## config.mk

```make
export PLATFORM = sky130hd
export DESIGN_NAME = fwd_hazard_unit
export DESIGN_NICKNAME = d
export VERILOG_FILES = /design/src/rtl/fwd_hazard_unit_pkg.sv /design/src/rtl/fwd_hazard_unit_port_sel.sv /design/src/rtl/fwd_hazard_unit.sv
export SDC_FILE = /design/constraint.sdc
export NUM_CORES = 1
export LEC_CHECK = 0
export BUFFER_PORTS_ARGS = -buffer_cell sky130_fd_sc_hd__buf_2
export CORE_MARGIN = 2
export CORE_UTILIZATION = 40
export DETAILED_ROUTE_END_ITERATION = 8
export GPL_TIMING_DRIVEN = 0
export PLACE_DENSITY = 0.65
export SLEW_MARGIN = 40
export SYNTH_ARGS = -nofsm -noshare
export SYNTH_HDL_FRONTEND = slang
export SYNTH_HIERARCHICAL = 1
export SYNTH_SLANG_ARGS = --single-unit
```

## constraint.sdc

```tcl
create_clock -name CLK -period 6 [get_ports CLK]
set_input_delay 1.8 -clock CLK [delete_from_list [all_inputs] [get_ports CLK]]
set_output_delay 1.8 -clock CLK [all_outputs]
set_load 0.005 [all_outputs]
```

## src/rtl/fwd_hazard_unit_pkg.sv

```systemverilog
// Shared types for the forwarding / hazard unit: register numbers, data words,
// forward-select encoding and multicycle scoreboard states.
package fwd_hazard_unit_pkg;

  localparam int unsigned NSTAGE_MAX = 3;
  localparam int unsigned SELW       = $clog2(NSTAGE_MAX + 2);

  typedef logic [4:0]  regbits_t;
  typedef logic [31:0] word_t;

  typedef enum logic [SELW-1:0] {
    FWD_RF   = 3'd0,
    FWD_MC   = 3'd1,
    FWD_STG0 = 3'd2,
    FWD_STG1 = 3'd3,
    FWD_STG2 = 3'd4
  } fwdsel_t;

  typedef enum logic [1:0] {
    IDLE,
    BUSY,
    DONE
  } mcstate_t;

  function automatic fwdsel_t stg_sel(input int unsigned s);
    return fwdsel_t'(SELW'(s + 2));
  endfunction

endpackage

```

## src/rtl/fwd_hazard_unit_port_sel.sv

```systemverilog
// Per-read-port operand source priority (youngest stage, then multicycle,
// then register file) plus the load-use / multicycle-pending stall term.
module fwd_port_sel
  import fwd_hazard_unit_pkg::*;
#(
  parameter int unsigned NSTAGE = 3,
  parameter int unsigned WIDTH  = 32
) (
  input  logic                    ren,
  input  regbits_t                rnum,
  input  logic [WIDTH-1:0]        rf_rdat,
  input  logic [NSTAGE*5-1:0]     stg_dest,
  input  logic [NSTAGE-1:0]       stg_wen,
  input  logic [NSTAGE-1:0]       stg_ready,
  input  logic [NSTAGE*WIDTH-1:0] stg_data,
  input  logic                    mc_done,
  input  logic                    mc_pend,
  input  regbits_t                mc_dest_q,
  input  logic [WIDTH-1:0]        mc_result,
  output fwdsel_t                 sel,
  output logic [WIDTH-1:0]        data,
  output logic                    stall
);

  logic hit;
  logic hit_rdy;

  always_comb begin
    sel     = FWD_RF;
    data    = rf_rdat;
    stall   = 1'b0;
    hit     = 1'b0;
    hit_rdy = 1'b1;
    if (rnum == '0) begin
      data = '0;
    end else if (ren) begin
      // Walk oldest to youngest so the youngest match overwrites earlier ones.
      for (int unsigned i = 0; i < NSTAGE; i++) begin
        if (stg_wen[NSTAGE-1-i] && (stg_dest[(NSTAGE-1-i)*5 +: 5] == rnum)) begin
          hit     = 1'b1;
          hit_rdy = stg_ready[NSTAGE-1-i];
          sel     = stg_sel(NSTAGE-1-i);
          data    = stg_data[(NSTAGE-1-i)*WIDTH +: WIDTH];
        end
      end
      if (!hit && mc_done && (mc_dest_q == rnum)) begin
        sel  = FWD_MC;
        data = mc_result;
      end
      stall = hit ? !hit_rdy : (mc_pend && (mc_dest_q == rnum));
    end
  end

endmodule

```

## src/rtl/fwd_hazard_unit.sv

```systemverilog
// Decode-stage forwarding, stall generation and multicycle writeback scoreboard.
// Define FWD_STATS_EN to add saturating stall/forward/multicycle-wait counters.
module fwd_hazard_unit
  import fwd_hazard_unit_pkg::*;
#(
  parameter int unsigned NREAD   = 3,
  parameter int unsigned NSTAGE  = 3,
  parameter int unsigned WIDTH   = 32,
  parameter int unsigned MCLAT_W = 4
) (
  input  logic                    CLK,
  input  logic                    RST,
  input  logic [NREAD*5-1:0]      dec_reg,
  input  logic [NREAD-1:0]        dec_ren,
  input  logic [NREAD*WIDTH-1:0]  rf_rdat,
  input  logic [NSTAGE*5-1:0]     stg_dest,
  input  logic [NSTAGE-1:0]       stg_wen,
  input  logic [NSTAGE-1:0]       stg_ready,
  input  logic [NSTAGE*WIDTH-1:0] stg_data,
  input  logic                    mc_issue,
  input  logic [4:0]              mc_dest,
  input  logic [MCLAT_W-1:0]      mc_lat,
  input  logic [WIDTH-1:0]        mc_result,
  output logic [NREAD*SELW-1:0]   fwd_sel,
  output logic [NREAD*WIDTH-1:0]  fwd_data,
  output logic                    stall,
  output logic                    mc_busy,
  output logic                    rf_wsel,
  output logic                    rf_wen_mc
`ifdef FWD_STATS_EN
  ,
  output logic [31:0]             stat_stall,
  output logic [31:0]             stat_fwd,
  output logic [31:0]             stat_mcwait
`endif
);

  mcstate_t             state_q, state_d;
  logic [MCLAT_W-1:0]   cnt_q;
  regbits_t             mc_dest_q;
  logic                 drop_q;
  logic                 wr_slot;
  logic                 issue_ok;
  logic                 waw;
  logic [NREAD-1:0]     ren_eff;
  logic [NREAD-1:0]     port_stall;
  fwdsel_t              port_sel [NREAD];

  // Port enables are masked during reset so every port reads as FWD_RF.
  assign ren_eff = dec_ren & ~{NREAD{RST}};

  for (genvar p = 0; p < NREAD; p++) begin : g_port
    fwd_port_sel #(
      .NSTAGE (NSTAGE),
      .WIDTH  (WIDTH)
    ) u_sel (
      .ren       (ren_eff[p]),
      .rnum      (dec_reg[p*5 +: 5]),
      .rf_rdat   (rf_rdat[p*WIDTH +: WIDTH]),
      .stg_dest  (stg_dest),
      .stg_wen   (stg_wen),
      .stg_ready (stg_ready),
      .stg_data  (stg_data),
      .mc_done   (state_q == DONE),
      .mc_pend   (state_q == BUSY),
      .mc_dest_q (mc_dest_q),
      .mc_result (mc_result),
      .sel       (port_sel[p]),
      .data      (fwd_data[p*WIDTH +: WIDTH]),
      .stall     (port_stall[p])
    );
    assign fwd_sel[p*SELW +: SELW] = port_sel[p];
  end

  assign stall = |port_stall;

  always_comb begin
    wr_slot  = (state_q == DONE) && !stg_wen[NSTAGE-1];
    issue_ok = mc_issue && ((state_q == IDLE) || wr_slot);
    waw      = 1'b0;
    for (int unsigned i = 0; i < NSTAGE; i++) begin
      if (stg_wen[i] && (stg_dest[i*5 +: 5] == mc_dest_q)) waw = 1'b1;
    end
  end

  always_ff @(posedge CLK) begin
    if (RST) state_q <= IDLE;
    else     state_q <= state_d;
  end

  always_comb begin
    state_d = state_q;
    case (state_q)
      IDLE:    if (mc_issue) state_d = BUSY;
      BUSY:    if (cnt_q == '0) state_d = DONE;
      DONE:    if (wr_slot) state_d = mc_issue ? BUSY : IDLE;
      default: state_d = IDLE;
    endcase
  end

  always_ff @(posedge CLK) begin
    if (RST) begin
      cnt_q     <= '0;
      mc_dest_q <= '0;
      drop_q    <= 1'b0;
    end else if (issue_ok) begin
      cnt_q     <= mc_lat - 1'b1;
      mc_dest_q <= mc_dest;
      drop_q    <= 1'b0;
    end else begin
      if ((state_q == BUSY) && (cnt_q != '0)) cnt_q <= cnt_q - 1'b1;
      if (wr_slot)                            drop_q <= 1'b0;
      else if ((state_q != IDLE) && waw)      drop_q <= 1'b1;
    end
  end

  always_comb begin
    mc_busy   = (state_q != IDLE);
    rf_wsel   = wr_slot && !RST;
    rf_wen_mc = wr_slot && !drop_q && !RST;
  end

  a_mc_proto: assert property (@(posedge CLK) disable iff (RST)
    mc_issue |-> ((state_q == IDLE) || wr_slot));
  a_mc_lat: assert property (@(posedge CLK) disable iff (RST)
    mc_issue |-> (mc_lat != '0));

`ifdef FWD_STATS_EN
  logic [31:0] fwd_now;
  logic [32:0] fwd_sum;

  always_comb begin
    fwd_now = '0;
    for (int unsigned p = 0; p < NREAD; p++) begin
      if (port_sel[p] != FWD_RF) fwd_now = fwd_now + 32'd1;
    end
    fwd_sum = {1'b0, stat_fwd} + {1'b0, fwd_now};
  end

  always_ff @(posedge CLK) begin
    if (RST) begin
      stat_stall  <= '0;
      stat_fwd    <= '0;
      stat_mcwait <= '0;
    end else begin
      if (stall && (stat_stall != '1)) stat_stall <= stat_stall + 32'd1;
      stat_fwd <= fwd_sum[32] ? '1 : fwd_sum[31:0];
      if ((state_q == DONE) && stg_wen[NSTAGE-1] && (stat_mcwait != '1))
        stat_mcwait <= stat_mcwait + 32'd1;
    end
  end
`endif

endmodule

```

; Word level (Yosys, flattened, before mapping)
; Index checks and enable logic that the tools add are counted.
[word_totals]
in_bits = 275
wordCells = 162
out_inout_bits = 109
regBits = 12
[classes]
addsub = 2
eq_ne = 20
reduce_logical = 49
mux = 85
bitwise = 2
[op_table]
columns = op, n
row1 = two-way mux 32 bit, 18
row2 = equality test 5 bit, 15
row3 = two-way mux 3 bit, 18
row4 = two-way mux 1 bit, 43
row5 = logical AND 1 bit, 28
row6 = zero test 5 bit, 3
row7 = zero test 1 bit, 9
row8 = two-way mux 4 bit, 2
row9 = subtractor 4 x 1 -> 4 bit (second input constant), 2
row10 = two-way mux 2 bit, 3
row11 = != test 2 bit (second input constant), 3
row12 = case mux 2 bit (3 select lines), 1
row13 = OR reduction 3 bit, 2
row14 = zero test 4 bit, 1
row15 = nonzero test 2 bit, 2
row16 = nonzero test 4 bit, 1
row17 = bitwise AND 3 bit, 1
row18 = inverter 3 bit, 1
row19 = AND reduction 3 bit, 1
row20 = equality test 2 x 1 -> 1 bit (second input constant), 1
row21 = equality test 2 bit (second input constant), 1
row22 = zero test 2 bit, 1
row23 = logical OR 1 bit, 1

; Logic depth before layout (Yosys ltp)
; Gate-level depths: netlist (run 1).
[logic_depth]
word_depth = 13
mapped_depth = 10
mapped_depth_nobuf = 7

; Cells and area by module
; Netlist (run 1), hierarchy kept.
[modules_own_cells]
columns = module, area_each_um2, instances, cells_each
row1 = fwd_port_sel, 2925.3, 3, 431
row2 = fwd_hazard_unit, 809.5, 1, 97

; Worst setup path before layout (run 1)
; No wires, ideal clock.
[synth_timing]
path_kind = input to output
startpoint = input port dec_reg[6]
endpoint = output port stall
n_path_buf = 3
path_slack_ns = 0.622
t_arrival_ns = 3.578
path_stages = 9
cell_sequence = buf_2 xor2_1 nor4_4 and2_1 buf_2 buf_2 a211o_1 o32ai_1 or3_1
[synth_via]
elab_chain_cells = 12
word_cells_on_any_way = 24
cone_classes = 4 x eq/ne / 13 x mux / 7 x reduce/logical
[synth_lines]
columns = element, line
row1 = "start, declared", fwd_hazard_unit.sv:13  ; input logic [NREAD*5-1:0] dec_reg,
row2 = equality test 5 bit, fwd_hazard_unit_port_sel.sv:39  ; if (stg_wen[NSTAGE-1-i] && (stg_dest[(NSTAGE-1-i)*5 +: 5] == rnum)) begin
row3 = logical AND 1 bit, fwd_hazard_unit_port_sel.sv:39
row4 = two-way mux 1 bit (3 in series), fwd_hazard_unit_port_sel.sv:39
row5 = two-way mux 1 bit, fwd_hazard_unit_port_sel.sv:36  ; end else if (ren) begin
row6 = two-way mux 1 bit, fwd_hazard_unit_port_sel.sv:34  ; if (rnum == '0) begin
row7 = zero test 1 bit, fwd_hazard_unit_port_sel.sv:50  ; stall = hit ? !hit_rdy : (mc_pend && (mc_dest_q == rnum));
row8 = two-way mux 1 bit, fwd_hazard_unit_port_sel.sv:50
row9 = two-way mux 1 bit, fwd_hazard_unit_port_sel.sv:36
row10 = two-way mux 1 bit *, fwd_hazard_unit_port_sel.sv:34
row11 = net port_stall[1], fwd_hazard_unit.sv:46  ; logic [NREAD-1:0] port_stall;
row12 = OR reduction 3 bit *, fwd_hazard_unit.sv:75  ; assign stall = |port_stall;
row13 = "end, declared", fwd_hazard_unit.sv:26  ; output logic stall,
; Mark *: on every way through the listed nets, which the timed path passes. The rest lies on a longest branch. The select of a mux whose other input is x is not followed.

; Final worst setup path (run 1)
[layout_timing]
startpoint = input port dec_reg[1]
endpoint = output port fwd_data[0]
[layout_via]
elab_chain_cells = 13
word_cells_on_any_way = 22
cone_classes = 4 x eq/ne / 11 x mux / 7 x reduce/logical
[layout_lines]
columns = element, line
row1 = equality test 5 bit, fwd_hazard_unit_port_sel.sv:39
row2 = logical AND 1 bit, fwd_hazard_unit_port_sel.sv:39
row3 = two-way mux 1 bit (3 in series), fwd_hazard_unit_port_sel.sv:39
row4 = two-way mux 1 bit, fwd_hazard_unit_port_sel.sv:36
row5 = two-way mux 1 bit, fwd_hazard_unit_port_sel.sv:34
row6 = zero test 1 bit, fwd_hazard_unit_port_sel.sv:46  ; if (!hit && mc_done && (mc_dest_q == rnum)) begin
row7 = logical AND 1 bit (2 in series), fwd_hazard_unit_port_sel.sv:46
row8 = two-way mux 32 bit, fwd_hazard_unit_port_sel.sv:46
row9 = two-way mux 32 bit, fwd_hazard_unit_port_sel.sv:36
row10 = two-way mux 32 bit *, fwd_hazard_unit_port_sel.sv:34
row11 = "end, declared", fwd_hazard_unit.sv:25  ; output logic [NREAD*WIDTH-1:0] fwd_data,
; Every way passes the cells marked *; elsewhere a longest branch is shown, timed or not. The select of a mux whose other input is x is not followed.

==> results of run 1 <==
tightest hold or removal path, delay by kind of cell, from the launching register on:
family / cells / cell delay [ns]
DFF: 1 / 0.32
and+or+nand+nor: 1 / 0.07
AOI/OAI and AO/OA: 1 / 0.05
through the flow:
step	setup slack, ns	hold slack, ns
detailed placement	-0.203	0.485
global route	0.00152	0.539
finish	-0.0401	0.491
floorplan	0.622	0.454
global placement	-0.159	0.478
CTS	0.0216	0.492
registers in the layout, summed over array words and instances (netlist names):
name       flops
cnt_q          4
state_q        2
mc_dest_q      5
drop_q         1
repair_timing:
item,in CTS,in global routing
gates cloned,0,0
pin swaps,6,5
gates resized for setup,10,37
setup buffers,12,8
endpoints found under the setup margin,16,62
logic make-up (layout without fill, tap and decap cells):
kind of cell	count (synthesis)	after routing	synth area share
adders and majority gates	1	1	0.00131
buffers and inverters	386	775	0.164
and+or+nand+nor	303	303	0.211
xor gates and xnor gates	76	76	0.0694
other	0	8	0
DFF	12	12	0.0251
AOI/OAI and AO/OA	610	610	0.527
muxes	2	2	0.00209
layout make-up:
cell class	count	area, um^2
fill	2520	11300
multi-input combinational	992	7790
timing repair buffer	388	1990
buffer	188	878
inverter	195	732
tap	319	399
sequential	12	240
clock buffer	4	88.8
antenna	8	20.0
layer usage:
layer	vias to the layer above	part of all wire
met4	6	0.064
met3	285	0.13
met2	1246	0.43
met1	6459	0.38
li1	6092	-
met5	-	0.00086
cells in the mapped netlist (4+ instances only):
library cell | number | area [um^2]
a21oi_1 | 12 | 60.1
nand3_1 | 13 | 65.1
nor4_1 | 4 | 25.0
dfxtp_1 | 12 | 240
clkbuf_1 | 133 | 499
buf_6 | 10 | 113
o31ai_1 | 96 | 721
and3_1 | 96 | 601
a211o_1 | 5 | 43.8
a221oi_1 | 6 | 52.6
a21boi_0 | 91 | 683
and2_1 | 13 | 81.3
xor2_1 | 37 | 324
nor4_4 | 6 | 128
a31oi_1 | 97 | 607
o311ai_1 | 96 | 841
nor2_1 | 12 | 45.0
nand3b_1 | 99 | 743
buf_1 | 6 | 22.5
inv_1 | 195 | 732
buf_2 | 42 | 210
nand2_1 | 24 | 90.1
a21boi_1 | 6 | 45.0
nor3_1 | 8 | 40.0
o21ai_0 | 97 | 485
or2_2 | 4 | 25.0
a221oi_2 | 90 | 1350
xnor2_1 | 39 | 342
power groups by stage:
stage	combinational (mW)	sequential (mW)	clock [mW]
detailed placement	0.842	0.105	0
CTS	0.853	0.103	0.140
global route	0.942	0.105	0.144
floorplan	0.489	0.101	0
global placement	0.834	0.104	0
finish	0.893	0.104	0.138
worst max path at each step:
stage | from | end | slack [ns] | cells after the start
5_1_grt | dec_reg[0] | stall | 0.002 | 11
3_3_place_gp | dec_reg[3] | fwd_data[0] | -0.16 | 9
3_5_place_dp | dec_reg[4] | fwd_data[0] | -0.20 | 9
2_1_floorplan | dec_reg[6] | stall | 0.62 | 9
6_report | dec_reg[1] | fwd_data[0] | -0.04 | 9
4_1_cts | stg_dest[11] | fwd_data[83] | 0.02 | 9
==> flow_summary.json, run 1 <==
{
  "status": "complete, but fails checks",
  "violations": "setup timing",
  "seq_power_share": 0.091,
  "path_clk_slew_ns": 0.05,
  "die_h_um": 159,
  "nets": 2056,
  "ys_ff_latch": 12,
  "finalSetupViolCount": 3,
  "grt_pass1_wl_um": 80500,
  "first_pass_iters": 5,
  "fin_cells": 2106,
  "r2r-end": "cnt_q[2]",
  "antenna_left": 0,
  "synthDistinctLibCells": 51,
  "critPathSlowestCell": "a221oi_1",
  "power_leakage_nw": 5.71,
  "ys.flop_type": "dfxtp_1",
  "via_count": 14100,
  "layout_commonest_cell": "buf_2",
  "start_kind": "input port",
  "antenna_found_initial": 10,
  "power.density_nw_per_um2": 93.5,
  "seq_area_frac_synth": 0.0251,
  "clock_latency_ns": 0.25,
  "max_stage_delay_ns": 0.60,
  "synth_nets": 1666,
  "dr.first_iter.drc_count": 1992,
  "drcViolationCount": 0,
  "hp-start": "cnt_q[3]",
  "critPathTopFamily": "buffers and inverters",
  "rows": 56,
  "rsz0062_at_grt": "no",
  "met3_usage": 0.0943,
  "p_sw_uw": 599,
  "synthArstFlopShare": 0,
  "ios": 384,
  "rr_worst_depth": 8,
  "path_class": "input port to output port",
  "gp_congestion": 1.02,
  "ys_warn_count": 6,
  "fin_util": 0.517,
  "syn-instance-count": 1390,
  "via_per_inst": 6.69,
  "p_total_mw": 1.14,
  "drt_wl_total_um": 54400,
  "rrSetupSlack_ns": 3.97,
  "cp_num_buf_inv": 4,
  "area_delta_synth_final_pct": 26.7,
  "dpl_cell_area_um2": 11800,
  "drv_slew": 0,
  "rr_startpoint": "state_q[1]",
  "final_cell_mix": "buf_2 (406), inv_1 (195), clkbuf_1 (107), nand3b_1 (99)",
  "wl_per_cell_um": 25.8,
  "port-buffer-count": 368,
  "clock-root-buffer": "clkbuf_16",
  "intPower_uw": 536,
  "gr-usage-met2": 0.631,
  "syn_area_um2": 9590,
  "drive_above_1_share": 0.325,
  "grt_use_total": 0.402,
  "path_max_fanout": 10,
  "comb_power_share": 0.787,
  "finalClockSkew_ns": 0.00319,
  "grt-busiest-layer": "met2",
  "synth_edf_count": 0,
  "min_path_type": "register to register",
  "min_to": "cnt_q[3]",
  "grt_pass1_vias": 13500,
  "final_area_um2": 12100,
  "max_freq_ghz": 0.166,
  "grt_max_degree": 11,
  "crit_top_cell": "buf_2",
  "arrival_ns": 4.24,
  "fin_crit_ns": 6.04,
  "cp_data_required_time_ns": 4.20,
  "min_path_cells": 2,
  "finalHoldViolations": 0,
  "dp_hpwl_um": 41400,
  "peakVddDrop_mv": 0.173,
  "start_util": 0.408,
  "dieArea_um2": 25200,
  "overflow": 0,
  "cts_tree": "built",
  "dp_cells": 2077,
  "met1_usage": 0.510,
  "switching_share": 0.528,
  "worstMarginPinSlew_ns": 0.695,
  "die_x_um": 159,
  "core-area_um2": 23500,
  "worstSetupEndpointType": "output port",
  "setup_ws_ns": -0.0401,
  "ctsHoldBuffers": 0,
  "critical_path.cell_chain": "buf_2, xnor2_1, nand2_1, or2_2, buf_2, clkbuf_2, a31oi_1, a221oi_1, buf_2",
  "clockBufferDepth": 2,
  "pwr-share-clk": 0.122,
  "cts.sinks": 12,
  "finalSetupTns_ns": -0.107,
  "fin_crit_sh": 1.01,
  "slew-limit-headroom": 0.537,
  "htreeDepth": 1,
  "drv_cap": 0,
  "cts_buffers": 3,
  "avgSynthCellArea_um2": 6.90
}
No activity file was read; power rests on OpenSTA's default activity.
==> inputs of run 2 (changes only) <==
--- a/config.mk
+++ b/config.mk
@@ -8,6 +8,7 @@
 export BUFFER_PORTS_ARGS = -buffer_cell sky130_fd_sc_hd__buf_2
 export CORE_MARGIN = 2
 export CORE_UTILIZATION = 40
+export CTS_BUF_LIST = sky130_fd_sc_hd__clkbuf_16
 export DETAILED_ROUTE_END_ITERATION = 8
 export GPL_TIMING_DRIVEN = 0
 export PLACE_DENSITY = 0.65
==> flow_summary.json, run 2 (same netlist as run 1, synthesis figures left out) <==
{
  "status": "complete, but fails checks",
  "violations": "DRC, setup timing",
  "finalSetupTns_ns": -0.0679,
  "dr.first_iter.drc_count": 2003,
  "met1_usage": 0.511,
  "rsz0062_at_grt": "no",
  "clockBufferDepth": 2,
  "port-buffer-count": 368,
  "arrival_ns": 4.24,
  "die_x_um": 159,
  "drcViolationCount": 2,
  "final_cell_mix": "buf_2 (406), inv_1 (195), clkbuf_1 (107), nand3b_1 (99)",
  "wl_per_cell_um": 25.8,
  "drt_wl_total_um": 54500,
  "setup_ws_ns": -0.0404,
  "cts_tree": "built",
  "min_to": "cnt_q[3]",
  "dieArea_um2": 25200,
  "finalClockSkew_ns": 0.00407,
  "largest_register_ffs": 5,
  "htreeDepth": 1,
  "dp_hpwl_um": 41400,
  "p_sw_uw": 600,
  "fin_util": 0.517,
  "fin_crit_ns": 6.04,
  "antenna_found_initial": 10,
  "peakVddDrop_mv": 0.173,
  "top_register": "mc_dest_q",
  "antenna_left": 0,
  "first_pass_iters": 9,
  "met3_usage": 0.0943,
  "grt_max_degree": 11,
  "path_max_fanout": 10,
  "intPower_uw": 523,
  "largestRegisters": "mc_dest_q: 5 flops, cnt_q: 4 flops, state_q: 2 flops",
  "overflow": 0,
  "finalSetupViolCount": 4,
  "grt_pass1_wl_um": 80500,
  "drive_above_1_share": 0.325,
  "worstSetupEndpointType": "output port",
  "area_delta_synth_final_pct": 26.6,
  "clock-root-buffer": "clkbuf_16",
  "gr-usage-met2": 0.631,
  "power_leakage_nw": 5.71,
  "finalHoldViolations": 0,
  "ios": 384,
  "switching_share": 0.534,
  "nets": 2056,
  "cts_buffers": 3,
  "drv_cap": 0,
  "via_per_inst": 6.69,
  "clock_latency_ns": 0.25,
  "min_path_cells": 2,
  "min_path_type": "register to register",
  "start_kind": "input port",
  "path_class": "input port to output port",
  "rows": 56,
  "hp-start": "cnt_q[3]",
  "cp_data_required_time_ns": 4.20,
  "rrSetupSlack_ns": 3.98,
  "fin_crit_sh": 1.01,
  "grt-busiest-layer": "met2",
  "worstMarginPinSlew_ns": 0.690,
  "max_freq_ghz": 0.166,
  "drv_slew": 0,
  "p_total_mw": 1.12,
  "seq_power_share": 0.092,
  "slew-limit-headroom": 0.539,
  "via_count": 14100,
  "path_clk_slew_ns": 0.05,
  "core-area_um2": 23500,
  "comb_power_share": 0.795,
  "layout_commonest_cell": "buf_2",
  "grt_pass1_vias": 13500,
  "cts.sinks": 12,
  "power.density_nw_per_um2": 92.6,
  "gp_congestion": 1.02,
  "rr_startpoint": "state_q[1]",
  "ctsHoldBuffers": 0,
  "grt_use_total": 0.402,
  "pwr-share-clk": 0.112,
  "start_util": 0.408,
  "rr_worst_depth": 8,
  "r2r-end": "cnt_q[2]",
  "die_h_um": 159
}
## run 2: changes by cell type in the layout (fill, tap and decap cells not counted), sizes merged
| cell | change |
|---|---|
| clkinv | +1 |
| clkbuf | -1 |
| diode | +1 |
## run 2: area by class of cell
type	count	area (um^2)
antenna	9	22.5
buffer	188	878
clock buffer	3	75.1
clock inverter	1	3.75
fill	2520	11300
inverter	195	732
multi-input combinational	992	7790
sequential	12	240
tap	319	399
timing repair buffer	388	1990
## run 2: timing repair
action,CTS,global route
endpoints found under the hold margin,0,0
resized for setup,10,37
setup buffers,12,8
pin swaps,6,5
setup endpoints to repair,16,62
gates cloned,0,0
## run 2: layer usage
layer,part of all wire,vias up,wire (um)
met3,0.13,264,6860
met2,0.43,1243,23400
li1,-,6091,-
met1,0.38,6504,20800
met5,0.00061,-,33
met4,0.062,4,3360
## run 2: critical path, cell delays in order
cell      delay (ns)
buf_2           0.16
xnor2_1         0.14
nand2_1         0.29
or2_2           0.23
buf_2           0.27
clkbuf_2        0.34
a31oi_1         0.15
a221oi_1        0.61
buf_2           0.23
## run 2: how the worst max path moves through the flow
stage / from / end / slack, ns / cells after the start
6_report: dec_reg[1] / fwd_data[0] / -0.04 / 9
5_1_grt: dec_reg[0] / stall / 0.002 / 11
4_1_cts: stg_dest[11] / fwd_data[83] / 0.02 / 9
3_5_place_dp: dec_reg[4] / fwd_data[0] / -0.20 / 9
3_3_place_gp: dec_reg[3] / fwd_data[0] / -0.16 / 9
2_1_floorplan: dec_reg[6] / stall / 0.62 / 9
## run 2: power groups by stage
stage | Clock (mW) | Sequential [mW] | Combinational, mW
global route | 0.131 | 0.106 | 0.942
floorplan | 0 | 0.101 | 0.489
finish | 0.126 | 0.104 | 0.894
global placement | 0 | 0.104 | 0.834
CTS | 0.127 | 0.103 | 0.853
detailed placement | 0 | 0.105 | 0.842
## run 2: through the flow
stage                     hold slack (ns)  std cells  cell area, um^2  setup slack, ns
after CTS                           0.492       2093            12000           0.0216
final                               0.491       2107            12100          -0.0404
after global routing                0.539       2102            12100          0.00152
after floorplan                     0.454       1390             9590            0.622
after global placement              0.478       2077            11800           -0.159
after detailed placement            0.485       2077            11800           -0.203
